--- src/rtl/imm_encoder.sv ---
// Immediate encoder: scatters a sign-extended immediate into the 25-bit opcode-stripped field.
// Optional build macro IMM_ENC_RANGE_CHECK_EN enables range and alignment flags.
`timescale 1ns/1ps

`ifndef XLEN
`define XLEN 32
`endif
`ifndef MAX_IMM_LEN
`define MAX_IMM_LEN 25
`endif
`ifndef OPCODE_LEN
`define OPCODE_LEN 7
`endif
`ifndef IMM_TYPE_BITS_COUNT
`define IMM_TYPE_BITS_COUNT 3
`endif
`ifndef IMM_TYPE_I
`define IMM_TYPE_I 0
`endif
`ifndef IMM_TYPE_S
`define IMM_TYPE_S 1
`endif
`ifndef IMM_TYPE_B
`define IMM_TYPE_B 2
`endif
`ifndef IMM_TYPE_U
`define IMM_TYPE_U 3
`endif
`ifndef IMM_TYPE_J
`define IMM_TYPE_J 4
`endif

module imm_encoder (
  input  logic                            clk,
  input  logic                            rst_n,
  input  logic                            in_valid,
  output logic                            in_ready,
  input  logic [`XLEN-1:0]                in_imm,
  input  logic [`IMM_TYPE_BITS_COUNT-1:0] in_type,
  output logic                            out_valid,
  input  logic                            out_ready,
  output logic [`MAX_IMM_LEN-1:0]         out_field,
  output logic                            out_err_range,
  output logic                            out_err_align,
  output logic                            out_err_type
);

  localparam int unsigned XW = `XLEN;
  localparam int unsigned FW = `MAX_IMM_LEN;
  localparam int unsigned TW = `IMM_TYPE_BITS_COUNT;

  localparam logic [TW-1:0] T_I = TW'(`IMM_TYPE_I);
  localparam logic [TW-1:0] T_S = TW'(`IMM_TYPE_S);
  localparam logic [TW-1:0] T_B = TW'(`IMM_TYPE_B);
  localparam logic [TW-1:0] T_U = TW'(`IMM_TYPE_U);
  localparam logic [TW-1:0] T_J = TW'(`IMM_TYPE_J);

  logic          s1_valid;
  logic [XW-1:0] s1_imm;
  logic [TW-1:0] s1_type;
  logic          s2_load;
  logic          s1_load;

  logic [FW-1:0] field_c;
  logic          bad_type_c;
  logic          err_range_c;
  logic          err_align_c;

  // S2 frees up when empty or draining; S1 can take a beat if empty or moving on
  assign s2_load  = !out_valid || out_ready;
  assign in_ready = !s1_valid || s2_load;
  assign s1_load  = in_valid && in_ready;

  always_ff @(posedge clk or negedge rst_n) begin
    if (!rst_n) begin
      s1_valid <= 1'b0;
      s1_imm   <= '0;
      s1_type  <= '0;
    end else if (s1_load) begin
      s1_valid <= 1'b1;
      s1_imm   <= in_imm;
      s1_type  <= in_type;
    end else if (s2_load) begin
      s1_valid <= 1'b0;
    end
  end

  // Bit scatter; field bit p corresponds to instruction bit p+OPCODE_LEN
  always_comb begin
    field_c    = '0;
    bad_type_c = 1'b0;
    case (s1_type)
      T_I: field_c[24:13] = s1_imm[11:0];
      T_S: begin
        field_c[24:18] = s1_imm[11:5];
        field_c[4:0]   = s1_imm[4:0];
      end
      T_B: begin
        field_c[24]    = s1_imm[12];
        field_c[23:18] = s1_imm[10:5];
        field_c[4:1]   = s1_imm[4:1];
        field_c[0]     = s1_imm[11];
      end
      T_U: field_c[24:5] = s1_imm[31:12];
      T_J: begin
        field_c[24]    = s1_imm[20];
        field_c[23:14] = s1_imm[10:1];
        field_c[13]    = s1_imm[11];
        field_c[12:5]  = s1_imm[19:12];
      end
      default: bad_type_c = 1'b1;
    endcase
  end

`ifdef IMM_ENC_RANGE_CHECK_EN
  // True when bits [XW-1:n-1] are a pure sign extension
  function automatic logic fits(input logic [XW-1:0] v, input int unsigned n);
    logic [XW-1:0] hi;
    hi = XW'($signed(v) >>> (n - 1));
    return (hi == '0) || (&hi);
  endfunction

  always_comb begin
    err_range_c = 1'b0;
    err_align_c = 1'b0;
    case (s1_type)
      T_I, T_S: err_range_c = !fits(s1_imm, 12);
      T_B: begin
        err_range_c = !fits(s1_imm, 13);
        err_align_c = s1_imm[0];
      end
      T_U: err_range_c = |s1_imm[11:0];
      T_J: begin
        err_range_c = !fits(s1_imm, 21);
        err_align_c = s1_imm[0];
      end
      default: begin
        err_range_c = 1'b0;
        err_align_c = 1'b0;
      end
    endcase
  end
`else
  assign err_range_c = 1'b0;
  assign err_align_c = 1'b0;
`endif

  always_ff @(posedge clk or negedge rst_n) begin
    if (!rst_n) begin
      out_valid     <= 1'b0;
      out_field     <= '0;
      out_err_range <= 1'b0;
      out_err_align <= 1'b0;
      out_err_type  <= 1'b0;
    end else if (s2_load) begin
      out_valid <= s1_valid;
      if (s1_valid) begin
        out_field     <= field_c;
        out_err_range <= err_range_c;
        out_err_align <= err_align_c;
        out_err_type  <= bad_type_c;
      end
    end
  end

endmodule

--- config.mk ---
export PLATFORM = sky130hd
export DESIGN_NAME = imm_encoder
export DESIGN_NICKNAME = d
export VERILOG_FILES = /design/src/rtl/imm_encoder.sv
export SDC_FILE = /design/constraint.sdc
export NUM_CORES = 1
export LEC_CHECK = 0
export BUFFER_PORTS_ARGS = -buffer_cell sky130_fd_sc_hd__buf_4
export CAP_MARGIN = 20
export CELL_PAD_IN_SITES_DETAIL_PLACEMENT = 1
export CELL_PAD_IN_SITES_GLOBAL_PLACEMENT = 2
export CORE_MARGIN = 3
export CORE_UTILIZATION = 35
export CTS_BUF_LIST = sky130_fd_sc_hd__clkbuf_8
export DETAILED_ROUTE_END_ITERATION = 16
export PLACE_DENSITY = 0.78
export SETUP_SLACK_MARGIN = 0.05
export SLEW_MARGIN = 20
export SYNTH_ARGS = -nofsm -noshare
export SYNTH_HDL_FRONTEND = slang
export SYNTH_SLANG_ARGS = --single-unit
--- constraint.sdc ---
create_clock -name clk -period 4.08 [get_ports clk]
set_clock_uncertainty 0.05 [all_clocks]
set_input_delay 0.612 -clock clk [delete_from_list [all_inputs] [get_ports clk]]
set_output_delay 0.612 -clock clk [all_outputs]
set_load 0.01 [all_outputs]
**Word level (Yosys, flattened, before mapping)**

Index checks and enable logic that the tools add are counted.

- Bits in registers: 63
- Input bits: 39
- Output and inout bits: 30

- Equal/unequal tests: 4
- Muxes and demuxes: 7
- Reductions and logical operators: 11

Operators by type and width:

| operator | count |
|---|---|
| $pmux W7 S4 | 1 |
| $pmux W5 S3 | 1 |
| $pmux W5 S2 | 1 |
| $mux W8 | 1 |
| $eq A3 B2 Y1 const B | 2 |
| $reduce_or A5 Y1 | 1 |
| $reduce_or A2 Y1 | 2 |
| $eq A3 B1 Y1 const B | 1 |
| $eq A3 B3 Y1 const B | 1 |
| $logic_not A3 Y1 | 1 |
| $mux W1 | 3 |
| $logic_not A1 Y1 | 2 |
| $logic_or A1 B1 Y1 | 2 |
| $reduce_and A2 Y1 | 1 |
| $reduce_bool A2 Y1 | 1 |
| $logic_and A1 B1 Y1 | 1 |

**Longest topological paths before layout**

- Depth in word-level cells: 5
- Depth in mapped cells: 5
- Depth with buffers taken out: 3

**Worst setup path before layout**

Ideal clock, no wire load.

- Path type: input-to-reg
- Start point: input port out_ready
- End point: register s1_imm[17]
- Library setup time: 0.125 ns
- Data arrival time: 1.417 ns
- Required time: 3.905 ns
- Setup slack: 2.489 ns
- Cell stages on the path: 4
- Path buffers: 1
- Path through: nand3b_4 nand2_4 buf_6 mux2_2

- Longest elaborated chain between the ends: 3

RTL lines:

| item | line | source |
|---|---|---|
| from (decl) | 41 | `input logic out_ready,` |
| $logic_or A1 B1 Y1 | 70 | `assign s2_load = !out_valid \|\| out_ready;` |
| $logic_or A1 B1 Y1 | 71 | `assign in_ready = !s1_valid \|\| s2_load;` |
| $logic_and A1 B1 Y1 | 72 | `assign s1_load = in_valid && in_ready;` |
| to (signal assigned) | 81 | `s1_imm <= in_imm;` |
| to (decl) | 59 | `logic [XW-1:0] s1_imm;` |

No other way between the ends.
A chain may end at the register's enable or synchronous reset.

**Final worst setup path**

- Start point: register s1_valid
- End point: output port in_ready

- Longest elaborated chain between the ends: 2

RTL lines:

| item | line | source |
|---|---|---|
| from (decl) | 58 | `logic s1_valid;` |
| from (signal assigned) | 76 | `s1_valid <= 1'b0;` |
| from (signal assigned) | 80 | `s1_valid <= 1'b1;` |
| from (signal assigned) | 84 | `s1_valid <= 1'b0;` |
| $logic_not A1 Y1 | 71 |  |
| $logic_or A1 B1 Y1 | 71 |  |
| to (decl) | 37 | `output logic in_ready,` |

No other way between the ends.

==> flow_metrics.tcl <==
set metrics [dict create \
    core_area_sq_um 7370 \
    tritoncts "yes" \
    period_minus_slack_ns 1.96 \
    clock_tree.buffer_depth 2 \
    rows 31 \
    synth_warnings 0 \
    viasPerCell 4.92 \
    dpl.hpwl_um 4000 \
    grt_pass1_vias 1791 \
    instances_no_fill 354 \
    crit_fanout 10 \
    yosysTopAreaCell "dfrtp_1" \
    arrival_ns 1.30 \
    syn_area_sq_um 2690 \
    grt_usage_pct 14.5 \
    antenna_found_initial 0 \
    syn_area_per_cell_sq_um 14.5 \
    rrSetupSlack_ns 2.26 \
    synth_top_cell_area_share_pct 58.6 \
    hold_viol 0 \
    relSlewSlack_pct 48.9 \
    async_reset_ff_share_pct 100 \
    vias 1743 \
    io_pins 69 \
    cts_made_buffers 9 \
    wl_per_cell_um 16.9 \
    status "completed" \
    drive_gt1_share_pct 47.8 \
    rsz0062_at_grt "false" \
    cp.required_ns 3.42 \
    drc_errors 0 \
    fin_tns_setup_ns 0 \
    ys.flop_type "dfrtp_1" \
    cts-root-buf "clkbuf_8" \
    p_leak_nw 1.61 \
    dr.first_iter.drc_count 60 \
    fin_util_pct 47.0 \
    slew_violations 0 \
    grt_pass1_wl_um 9500 \
    period_share_pct 48.2 \
    postCtsResizedCells 0 \
    wl_um 5970 \
    htree_levels 3 \
    setup_viol 0 \
    fillers 781 \
    clk_latency_ns 0.34 \
    yosysSeqAreaShare_pct 58.6 \
    grt_start_max_net_pins 64 \
    cts_sinks 63 \
    cts_hold_buf 0 \
    start_util_pct 36.5 \
    place_congestion 0.710 \
    vdd_drop_max_uv 185 \
    cts_setup_buffers 0 \
    synth_most_common_cell "dfrtp_1" \
    worstHoldPathType "primary input to asynchronous set/reset pin" \
    dr.pass1.iters 4 \
    synth_seq_cells 63 \
    r2r-end "s1_type[1]" \
    end_kind "primary output" \
    r2r_start "s1_valid" \
    synth-edff-count 0 \
    grt-ovfl-total 0 \
    die_w_um 93.7 \
    yosysUniqueCellTypes 30 \
    cp-start-kind "register" \
    powerDensity_nw_per_um2 543 \
    fmax_mhz 509 \
    whs_ns 0.298 \
    worstSetupPathType "register to primary output" \
    antenna_cells 0 \
    nets 289 \
    reg2reg_depth 3 \
    synthTopCellsByCount "63 x dfrtp_1, 23 x mux2_2, 13 x o21ai_0" \
    synth_area_leaders "dfrtp_1 59%, mux2_2 9.6%, mux2_4 6.7%" \
    worstMarginPinSlew_ns 0.766 \
    fp.dieArea_sq_um 8770 \
    clk_pin_slew_ns 0.08 \
    drv_cap 0 \
    critPathLaunch "s1_valid" \
    dp_cells 338 \
    io_buffer_count 66 \
    area_growth_pct 28.9 \
    die_height_um 93.7 \
    syn_inst 185 \
    ant_nets 0 \
    crit_path_end "in_ready" \
]
==> cell usage in the layout (no fill, tap or decap) <==
master / Yosys / layout
nor2_1: 3 / 3
nand3b_4: 1 / 1
nand3b_1: 3 / 3
mux2_1: 3 / 3
o211a_4: 1 / 1
mux2i_1: 6 / 6
nand2_2: 1 / 1
a31oi_1: 1 / 1
nand3_1: 5 / 5
nand2_1: 1 / 1
dfrtp_1: 63 / 63
nor3b_1: 1 / 1
xor2_1: 1 / 1
buf_4: 3 / 66
o2bb2ai_1: 10 / 10
a22o_1: 8 / 8
nand2b_1: 3 / 3
mux2_2: 23 / 23
clkinvlp_4: 0 / 1
clkinv_4: 0 / 2
a22oi_1: 5 / 5
bufinv_16: 0 / 4
and2b_1: 1 / 1
a21oi_1: 2 / 2
conb_1: 1 / 2
nand2_4: 1 / 1
mux2_4: 12 / 12
and3b_2: 1 / 1
inv_1: 1 / 1
a32oi_1: 1 / 1
clkbuf_8: 0 / 9
o21ai_0: 13 / 13
==> report_power, final <==
part | total, mW | switching [mW] | internal [mW]
Clock | 0.725 | 0.255 | 0.469
Sequential | 0.810 | 0.0803 | 0.729
Combinational | 0.348 | 0.149 | 0.199
==> final cells by class <==
type / instances / area (sq um) / share of cell area, %
sequential: 63 / 1580 / 45.5
multi-input combinational: 109 / 996 / 28.7
timing repair buffer: 66 / 495 / 14.3
clock inverter: 7 / 145 / 4.19
clock buffer: 9 / 124 / 3.58
tap: 99 / 124 / 3.58
inverter: 1 / 3.75 / 0.108
==> per-layer routing <==
metal	vias up	part of all wire, %	track usage, %
met3	13	4.5	3.04
met2	46	49	23.0
met4	0	2.6	7.70
met5	-	0	0
li1	805	-	-
met1	879	44	18.7
==> critical path, stage by stage, from the launching register on <==
cell and delay [ns]:
dfrtp_1 0.65, nand3b_4 0.15, buf_4 0.17
==> logic make-up (layout without fill, tap and decap cells) <==
group	after synthesis	count (layout)	synth area share, %
xor gates and xnor gates	1	1	0.326
and+or+nand+nor	21	21	5.35
muxes	44	44	19.8
other	1	2	0.139
DFF	63	63	58.6
AOI/OAI and AO/OA	41	41	11.3
buffers and inverters	14	83	4.47
==> flip-flops by register name, indices dropped and copies added, names as in the netlist <==
name          cells
out_err_type      1
out_field        25
out_valid         1
s1_imm           32
s1_type           3
s1_valid          1
==> through the flow <==
| stage | setup slack, ns | instance area [sq um] | power (mW) |
|---|---|---|---|
| CTS | 2.13 | 3460 | 1.90 |
| global route | 2.06 | 3460 | 1.97 |
| detailed placement | 2.03 | 3200 | 1.18 |
| floorplan | 2.49 | 2690 | 1.01 |
| global placement | 2.05 | 3200 | 1.16 |
| finish | 2.12 | 3460 | 1.88 |
==> worst min-delay path by stage <==
stage               startpoint            end  slack (ns)  cells after the start
floorplan                rst_n   out_err_type        0.27                      0
global placement    s1_imm[14]   out_field[7]        0.42                      1
detailed placement  s1_imm[14]   out_field[7]        0.42                      1
CTS                      rst_n  out_field[19]        0.33                      1
global route             rst_n       s1_valid        0.37                      1
finish                   rst_n       s1_valid        0.30                      1
Note: power is estimated with default switching activity, not from simulation.
